File: config.mk
export PLATFORM = sky130hd
export DESIGN_NAME = fetch_pc_unit
export DESIGN_NICKNAME = d
export VERILOG_FILES = /design/src/rtl/fetch_pc_unit_pkg.sv /design/src/rtl/fetch_skid_buf.sv /design/src/rtl/fetch_pc_unit.sv
export SDC_FILE = /design/constraint.sdc
export NUM_CORES = 1
export LEC_CHECK = 0
export ABC_AREA = 0
export ABC_CLOCK_PERIOD_IN_PS = 3920
export CORE_ASPECT_RATIO = 1.2
export CORE_UTILIZATION = 50
export CTS_CLUSTER_SIZE = 12
export DETAILED_ROUTE_END_ITERATION = 16
export PLACE_DENSITY = 0.83
export SYNTH_ARGS = -nofsm -noshare
export SYNTH_HDL_FRONTEND = slang
export SYNTH_SLANG_ARGS = --single-unit
File: constraint.sdc
create_clock -name clk -period 3.92 [get_ports clk]
set_input_delay 0.588 -clock clk [delete_from_list [all_inputs] [get_ports clk]]
set_output_delay 0.588 -clock clk [all_outputs]
set_load 0.01 [all_outputs]
File: src/rtl/fetch_pc_unit_pkg.sv
// Shared fetch/branch-resolution definitions: next-PC select codes and
// the bubble instruction inserted on squash.
package fetch_pc_unit_pkg;

   localparam logic [1:0] PC_SEQ  = 2'b00;
   localparam logic [1:0] PC_BR   = 2'b01;
   localparam logic [1:0] PC_JAL  = 2'b10;
   localparam logic [1:0] PC_JALR = 2'b11;

   localparam logic [31:0] NOP = 32'h0000_0013;

endpackage

File: src/rtl/fetch_skid_buf.sv
// One-entry {pc, instr} holding buffer for instructions that return
// while decode is stalled.
module fetch_skid_buf #(
   parameter int XLEN = 32
) (
   input  logic            clk,
   input  logic            rst_n,
   input  logic            push,
   input  logic            pop,
   input  logic            clear,
   input  logic [XLEN-1:0] wr_pc,
   input  logic [31:0]     wr_instr,
   output logic [XLEN-1:0] rd_pc,
   output logic [31:0]     rd_instr,
   output logic            full
);

   always_ff @(posedge clk) begin
      if (!rst_n) begin
         full     <= 1'b0;
         rd_pc    <= '0;
         rd_instr <= '0;
      end else if (clear) begin
         full <= 1'b0;
      end else if (push) begin
         full     <= 1'b1;
         rd_pc    <= wr_pc;
         rd_instr <= wr_instr;
      end else if (pop) begin
         full <= 1'b0;
      end
   end

endmodule

File: src/rtl/fetch_pc_unit.sv
// Fetch stage: owns the PC, drives the imem request handshake and the
// IF/ID register, and squashes wrong-path fetches on redirect.
module fetch_pc_unit
   import fetch_pc_unit_pkg::*;
#(
   parameter int          XLEN      = 32,
   parameter logic [XLEN-1:0] RESET_PC = '0,
   parameter logic [31:0] NOP_INSTR = NOP
) (
   input  logic            clk,
   input  logic            rst_n,
   input  logic [1:0]      PC_sel,
   input  logic            flush,
   input  logic [XLEN-1:0] branch_target,
   input  logic [XLEN-1:0] jal_target,
   input  logic [XLEN-1:0] jalr_target,
   input  logic            stall,
   output logic            imem_req,
   output logic [XLEN-1:0] imem_addr,
   input  logic            imem_ready,
   input  logic [31:0]     imem_rdata,
   output logic [XLEN-1:0] IF_ID_pc,
   output logic [31:0]     IF_ID_instr,
   output logic            IF_ID_valid,
   output logic            fetch_busy
);

   typedef enum logic [1:0] {
      ST_FETCH = 2'd0,
      ST_WAIT  = 2'd1,
      ST_KILL  = 2'd2
   } state_e;

   state_e          state;
   logic [XLEN-1:0] pc;
   logic [XLEN-1:0] tgt;
   logic            pending;
   logic            run;

   logic [XLEN-1:0] sel_tgt;
   logic [XLEN-1:0] target;
   logic [XLEN-1:0] seq_pc;
   logic            redirect;
   logic            xfer;
   logic            keep;

   logic            sk_push;
   logic            sk_pop;
   logic            sk_full;
   logic [XLEN-1:0] sk_pc;
   logic [31:0]     sk_instr;

   always_comb begin
      sel_tgt = pc;
      unique case (PC_sel)
         PC_BR:   sel_tgt = branch_target;
         PC_JAL:  sel_tgt = jal_target;
         PC_JALR: sel_tgt = jalr_target;
         default: sel_tgt = pc;
      endcase
   end

   assign target   = sel_tgt & ~XLEN'(3);
   assign seq_pc   = pc + XLEN'(4);
   assign redirect = flush & (PC_sel != PC_SEQ);

   // A full skid while in FETCH means decode is backed up: hold off
   // issuing. In WAIT/KILL a request is already out and must stay up.
   assign imem_req   = run & ~((state == ST_FETCH) & sk_full);
   assign imem_addr  = pc;
   assign xfer       = imem_req & imem_ready;
   assign keep       = xfer & ~redirect & (state != ST_KILL);
   assign fetch_busy = (state != ST_FETCH) | pending;

   assign sk_push = ~flush & stall & keep;
   assign sk_pop  = ~flush & ~stall & sk_full;

   fetch_skid_buf #(
      .XLEN(XLEN)
   ) u_skid (
      .clk      (clk),
      .rst_n    (rst_n),
      .push     (sk_push),
      .pop      (sk_pop),
      .clear    (flush),
      .wr_pc    (pc),
      .wr_instr (imem_rdata),
      .rd_pc    (sk_pc),
      .rd_instr (sk_instr),
      .full     (sk_full)
   );

   always_ff @(posedge clk) begin
      if (!rst_n) begin
         state   <= ST_FETCH;
         pc      <= RESET_PC;
         tgt     <= RESET_PC;
         pending <= 1'b0;
         run     <= 1'b0;
      end else begin
         run <= 1'b1;
         unique case (state)
            ST_FETCH, ST_WAIT: begin
               if (redirect) begin
                  if (xfer || !imem_req) begin
                     pc    <= target;
                     state <= ST_FETCH;
                  end else begin
                     tgt     <= target;
                     pending <= 1'b1;
                     state   <= ST_KILL;
                  end
               end else if (xfer) begin
                  pc    <= seq_pc;
                  state <= ST_FETCH;
               end else if (imem_req) begin
                  state <= ST_WAIT;
               end else begin
                  state <= ST_FETCH;
               end
            end
            ST_KILL: begin
               if (xfer) begin
                  pc      <= redirect ? target : tgt;
                  pending <= 1'b0;
                  state   <= ST_FETCH;
               end else if (redirect) begin
                  tgt <= target;
               end
            end
            default: state <= ST_FETCH;
         endcase
      end
   end

   always_ff @(posedge clk) begin
      if (!rst_n) begin
         IF_ID_pc    <= '0;
         IF_ID_instr <= NOP_INSTR;
         IF_ID_valid <= 1'b0;
      end else if (flush) begin
         IF_ID_instr <= NOP_INSTR;
         IF_ID_valid <= 1'b0;
      end else if (stall) begin
         IF_ID_valid <= IF_ID_valid;
      end else if (sk_full) begin
         IF_ID_pc    <= sk_pc;
         IF_ID_instr <= sk_instr;
         IF_ID_valid <= 1'b1;
      end else if (keep) begin
         IF_ID_pc    <= pc;
         IF_ID_instr <= imem_rdata;
         IF_ID_valid <= 1'b1;
      end else begin
         IF_ID_instr <= NOP_INSTR;
         IF_ID_valid <= 1'b0;
      end
   end

endmodule

==> metrics.cfg, run 1 <==
[floorplan]
fp-row-count=56
die_h_um=157.7
dieWidth_um=131.7
pin_count=234
die-area_mm2=0.02077
start_util_pct=51.30
coreArea_mm2=0.01969

[critical_path]
criticalPathCategory=in2reg
required_ns=4.28
critPathSlowestCell=and2_1
worstRegToRegCells=6
cpPeakStageDelay_ns=1.00
timing.rr.start=u_skid.full
path_cells=clkdlybuf4s50_1 > o21a_1 > nand4b_1 > a21oi_4 > and2_1 > o21ai_0 > a21oi_1
worst_setup_path_end_kind=flip-flop
worstPathArrival_ns=3.28
start_kind=input port
path_max_fanout=28
startpoint=flush

[flow_run]
drv_cap=0

[routing]
firstDrtPassIters=5
ant_nets=0
wirelength_um=28940
num_vias=9887
vias_per_cell=5.868
post_drt_wl_per_cell_um=17.17
drc=0
drtIter0Drc=730

[timing]
clock_skew_ns=0.01554
worst_slew_pin_slew_ns=1.292
period_needed_ns=2.916
setup_violations=0
relSlewSlack_pct=13.89
drv_slew=0
fmax_mhz=342.9
fin_hold_ws_ns=0.4634
finalSetupTns_ns=0
rsz0062_at_grt=no
hold_violations=0
fin_crit_sh_pct=74.39

[synthesis]
synth_edf_count=0
ys_seq_elements=198
syn_nets=1396
synth_cell_types=60
synthArstFlopShare_pct=0
yosys_warnings=0
syn_area_mm2=0.01010
synthCells=1260
ys_seq_area_share_pct=39.25
synth_ff_type=dfxtp_1
synth_area_per_cell_um2=8.016

[power]
p_switching_uw=1385
power_frac_seq_pct=45.9
power_frac_comb_pct=16.5
intPower_uw=3403
powerDensity_mw_per_mm2=367.9
clkPwrFrac_pct=37.6
ir_worst_vdd_mv=0.3202
swShare_pct=28.93
leakage_uw=0.004978
total_power_uw=4788

[clock_network]
numCtsBuffers=17
postCtsSetupRepairBufs=0
cts_hold_buf=0
clock_path_buffers=2
cts_tree=yes
clkSlewWorstSetupHoldPaths_ns=0.07
cts_root_buf=clkbuf_16
clock-sinks=198
clk_latency_ns=0.44
htreeDepth=4
cts_resized=0

[global_route]
grt_pass1_wl_um=47020
track_usage_pct=27.84
grt_overflow=0
antenna_found_initial=0
grt_max_degree=106
grt_pass1_vias=9299

[placement]
place_hpwl_um=18740
numPortBuffers=227
gp_congestion=0.8591

[min_path]
worstHoldPathCells=2
hold_start=u_skid.rd_instr[24]
hp-class=reg2reg

[status]
status=complete, no violations

[layout]
nets=1547
layout_commonest_cell=clkdlybuf4s50_1
drive_gt1_share_pct=5.758
area_growth_syn_to_layout_pct=28.84
post-route-util_pct=66.09
antenna_cells=0
final_cell_mix=clkdlybuf4s50_1, nand2_1, dfxtp_1

-- final timing paths --
kind	to	slack, ns
max	tgt[24]	1.00
min	u_skid.rd_instr[24]	0.46
max reg2reg	tgt[24]	1.13
min reg2reg	u_skid.rd_instr[24]	0.46
-- Yosys cell counts, drive strengths merged, types with 3 or more instances --
library cell  instances  area share, %
nand4                 7           0.43
xnor2                 3           0.26
o211a                41            4.1
buf                  47            2.4
xor2                  5           0.43
mux2                  7           0.78
nand3                17           0.84
and4                  5           0.43
or3                  21            1.3
a211oi                8           0.59
and3                 13           0.81
a32oi                 3           0.26
dfxtp               198             39
a21boi               66            4.9
o22ai                 9           0.56
a21oi               126            6.4
mux2i                87            8.6
nor2                121            4.5
clkbuf               72            2.7
nand2               199            7.4
a2bb2oi               5           0.43
o221a                 8           0.89
o211ai               10           0.74
a31oi                 9           0.56
o21a                 10           0.74
nand2b                4           0.25
nor3                  9           0.45
a21o                 13           0.97
o2bb2ai               4           0.35
nor2b                 7           0.43
and2                  8           0.50
nor4                  4           0.31
o21ai                83            4.2
inv                   7           0.26
-- sequential cells by signal, summed over array words and instances (netlist names) --
signal,count
IF_ID_instr,32
IF_ID_pc,32
IF_ID_valid,1
imem_addr,32
pending,1
run,1
state,2
tgt,32
u_skid.full,1
u_skid.rd_instr,32
u_skid.rd_pc,32
-- stage by stage --
step,instance area (µm²),setup WS [ns],instances
after global placement,12410,0.7106,1653
after CTS,13010,1.098,1685
after detailed placement,12410,0.6631,1653
after floorplan,10100,1.740,1260
after global routing,13010,0.8724,1685
final,13010,1.004,1685
-- per-layer routing --
| metal | vias to the layer above | share of wire (%) | track usage (%) |
|---|---|---|---|
| met3 | 70 | 7.4 | 4.867 |
| met1 | 4589 | 41 | 33.31 |
| met4 | 0 | 3.1 | 12.29 |
| met5 | - | 0 | 0 |
| li1 | 4745 | - | - |
| met2 | 483 | 49 | 48.98 |
-- final cells by class --
| cell class | instances | area, µm² |
|---|---|---|
| Clock buffer | 17 | 425.4 |
| Clock inverter | 15 | 180.2 |
| Fill cell | 1688 | 6676 |
| Inverter | 7 | 26.28 |
| Multi-Input combinational cell | 936 | 5622 |
| Sequential cell | 198 | 3968 |
| Tap cell | 261 | 326.6 |
| Timing Repair Buffer | 251 | 2465 |
-- logic make-up after synthesis --
family / Yosys count / synth area share, %
AND/OR/NAND/NOR: 425 / 18.45
flip-flops: 198 / 39.25
adder cells (fa/ha/maj): 1 / 0.1239
buffers and inverters: 126 / 5.377
XOR/XNOR: 8 / 0.6938
AO/OA/AOI/OAI: 408 / 26.71
multiplexers: 94 / 9.403
-- critical path, delay by kind of cell --
family / cells / cell delay [ns]
AOI/OAI and AO/OA: 4 / 0.85
and+or+nand+nor: 2 / 1.17
buffers and inverters: 1 / 0.67
-- power groups by stage --
stage / logic, µW / clock network (µW) / registers [µW]
floorplan: 457 / 0 / 2210
global placement: 767 / 0 / 2240
finish: 791 / 1800 / 2200
detailed placement: 781 / 0 / 2240
global route: 861 / 1900 / 2210
CTS: 786 / 1830 / 2190
No activity file was read; power rests on OpenSTA's default activity.
==> inputs of run 2 (changes only) <==
--- a/config.mk
+++ b/config.mk
@@ -6,12 +6,12 @@
 export NUM_CORES = 1
 export LEC_CHECK = 0
 export ABC_AREA = 0
-export ABC_CLOCK_PERIOD_IN_PS = 3920
+export ABC_CLOCK_PERIOD_IN_PS = 2500
 export CORE_ASPECT_RATIO = 1.2
-export CORE_UTILIZATION = 50
+export CORE_UTILIZATION = 46
 export CTS_CLUSTER_SIZE = 12
 export DETAILED_ROUTE_END_ITERATION = 16
-export PLACE_DENSITY = 0.83
+export PLACE_DENSITY = 0.8
 export SYNTH_ARGS = -nofsm -noshare
 export SYNTH_HDL_FRONTEND = slang
 export SYNTH_SLANG_ARGS = --single-unit
==> constraint.sdc (replaced) <==
create_clock -name clk -period 2.5 [get_ports clk]
set_input_delay 0.375 -clock clk [delete_from_list [all_inputs] [get_ports clk]]
set_output_delay 0.375 -clock clk [all_outputs]
set_load 0.01 [all_outputs]
==> metrics.cfg, run 2 (synthesis gave the netlist of run 1 again) <==
[timing]
period_needed_ns=2.331
hold_violations=0
clock_skew_ns=0.02413
worst_slew_pin_slew_ns=0.7661
rsz0062_at_grt=no
finalSetupTns_ns=0
fmax_mhz=429.1
setup_violations=0
drv_slew=0
fin_crit_sh_pct=93.22
relSlewSlack_pct=48.73

[power]
leakage_uw=0.005230
clkPwrFrac_pct=36.6
power_frac_comb_pct=18.8
swShare_pct=29.59
p_switching_uw=2240
total_power_uw=7570
power_frac_seq_pct=44.6
intPower_uw=5330
ir_worst_vdd_mv=0.4827
powerDensity_mw_per_mm2=562.6

[critical_path]
r2r-end=imem_addr[30]
worst_setup_path_end_kind=primary output
path_max_fanout=6
worstRegToRegCells=7
timing.rr.start=state[1]
endpoint=imem_req
start_kind=flip-flop
r2r_slack_ns=0.37
cpPeakStageDelay_ns=0.52
critPathSlowestCell=clkdlybuf4s50_1
startpoint=u_skid.full
worstPathArrival_ns=1.96
required_ns=2.12
path_cells=or3b_1 > nand2_1 > inv_1 > clkdlybuf4s50_1
criticalPathCategory=reg2out

[floorplan]
die-area_mm2=0.02255
start_util_pct=46.69
dieWidth_um=137.3
fp-row-count=59
die_h_um=164.3
pin_count=234
coreArea_mm2=0.02163

[min_path]
hold_start=rst_n
hp-class=in2reg

[placement]
numPortBuffers=227
gp_congestion=0.8633
place_hpwl_um=20470

[global_route]
grt_max_degree=85
grt_pass1_vias=9815
grt_overflow=0
grt_pass1_wl_um=48230
antenna_found_initial=1
track_usage_pct=27.19

[layout]
layout_commonest_cell=clkdlybuf4s50_1
final_cell_mix=clkdlybuf4s50_1, nand2_1, dfxtp_1
post-route-util_pct=62.21
drive_gt1_share_pct=8.583
area_growth_syn_to_layout_pct=33.23
nets=1591
fillers=1846

[routing]
firstDrtPassIters=5
ant_nets=0
drtIter0Drc=671
vias_per_cell=5.798
drc=0
num_vias=10110
post_drt_wl_per_cell_um=17.44
wirelength_um=30400

[clock_network]
clock-sinks=198
cts_tree=yes
cts_root_buf=clkbuf_16
cts_hold_buf=0
postCtsSetupRepairBufs=0
numCtsBuffers=17
clkSlewWorstSetupHoldPaths_ns=0.08
clk_latency_ns=0.44
htreeDepth=4
clock_path_buffers=2

[flow_run]
drv_cap=0

[status]
status=complete, no violations

==> run 2: metrics by stage <==
step | hold WS [ns] | instance area (µm²) | std cells | setup WS, ns
final | 0.3491 | 13460 | 1743 | 0.1694
after global routing | 0.3534 | 13460 | 1743 | 0.08301
after CTS | 0.3344 | 13450 | 1742 | 0.1256
after detailed placement | 0.4562 | 12840 | 1710 | -0.02455
after global placement | 0.4483 | 12840 | 1710 | 0.006429
after floorplan | 0.4027 | 10100 | 1260 | 0.4856
==> run 2: worst max-delay path, delay by kind of cell (launching register included) <==
kind                   cells  cell delay, ns
and+or+nand+nor            2            0.58
buffers and inverters      2            0.60
DFF                        1            0.35
==> run 2: how the worst min path moves through the flow <==
stage | cells past startpoint | endpoint | slack [ns]
finish | 2 | IF_ID_pc[0] | 0.35
global route | 2 | IF_ID_pc[0] | 0.35
CTS | 2 | IF_ID_pc[0] | 0.33
detailed placement | 2 | u_skid.rd_pc[20] | 0.46
global placement | 2 | u_skid.rd_instr[4] | 0.45
floorplan | 0 | run | 0.40
==> run 2: cell type report <==
cell class	count	area (µm²)	share of cell area [%]
Multi-Input combinational cell	936	5629	41.84
Sequential cell	198	3968	29.49
Timing Repair Buffer	295	2883	21.42
Clock buffer	17	425.4	3.162
Tap cell	274	342.8	2.548
Clock inverter	15	178.9	1.330
Inverter	7	26.28	0.1953
Antenna cell	1	2.502	0.01860
==> run 2: repair_timing <==
item                                   4_1_cts  5_1_grt
gates resized for setup                      0        1
setup endpoints to repair                    0        1
endpoints found under the hold margin        0        0
==> run 2: per-layer routing <==
metal	GRT usage, %	share of wire, %	routed length (µm)	vias up
met4	13.99	3.9	1196	0
met1	31.77	40	12170	4723
met3	4.877	7.1	2144	88
met5	0	0	0	-
li1	-	-	-	4843
met2	47.08	49	14880	452
==> run 2: power groups by stage <==
| stage | clock [µW] | combinational, µW | sequential [µW] |
|---|---|---|---|
| floorplan | 0 | 716 | 3460 |
| global placement | 0 | 1370 | 3440 |
| detailed placement | 0 | 1400 | 3440 |
| CTS | 2820 | 1410 | 3370 |
| global route | 2940 | 1530 | 3390 |
| finish | 2770 | 1420 | 3380 |
==> inputs of run 3 (changes only) <==
--- a/config.mk
+++ b/config.mk
@@ -5,12 +5,12 @@
 export SDC_FILE = /design/constraint.sdc
 export NUM_CORES = 1
 export LEC_CHECK = 0
-export ABC_AREA = 0
 export ABC_CLOCK_PERIOD_IN_PS = 2500
 export CORE_ASPECT_RATIO = 1.2
 export CORE_UTILIZATION = 46
 export CTS_CLUSTER_SIZE = 12
 export DETAILED_ROUTE_END_ITERATION = 16
+export HOLD_SLACK_MARGIN = 0.08
 export PLACE_DENSITY = 0.8
 export SYNTH_ARGS = -nofsm -noshare
 export SYNTH_HDL_FRONTEND = slang
==> results of run 3 <==
No change in the layout: final DEF, timing and power equal those of run 2.
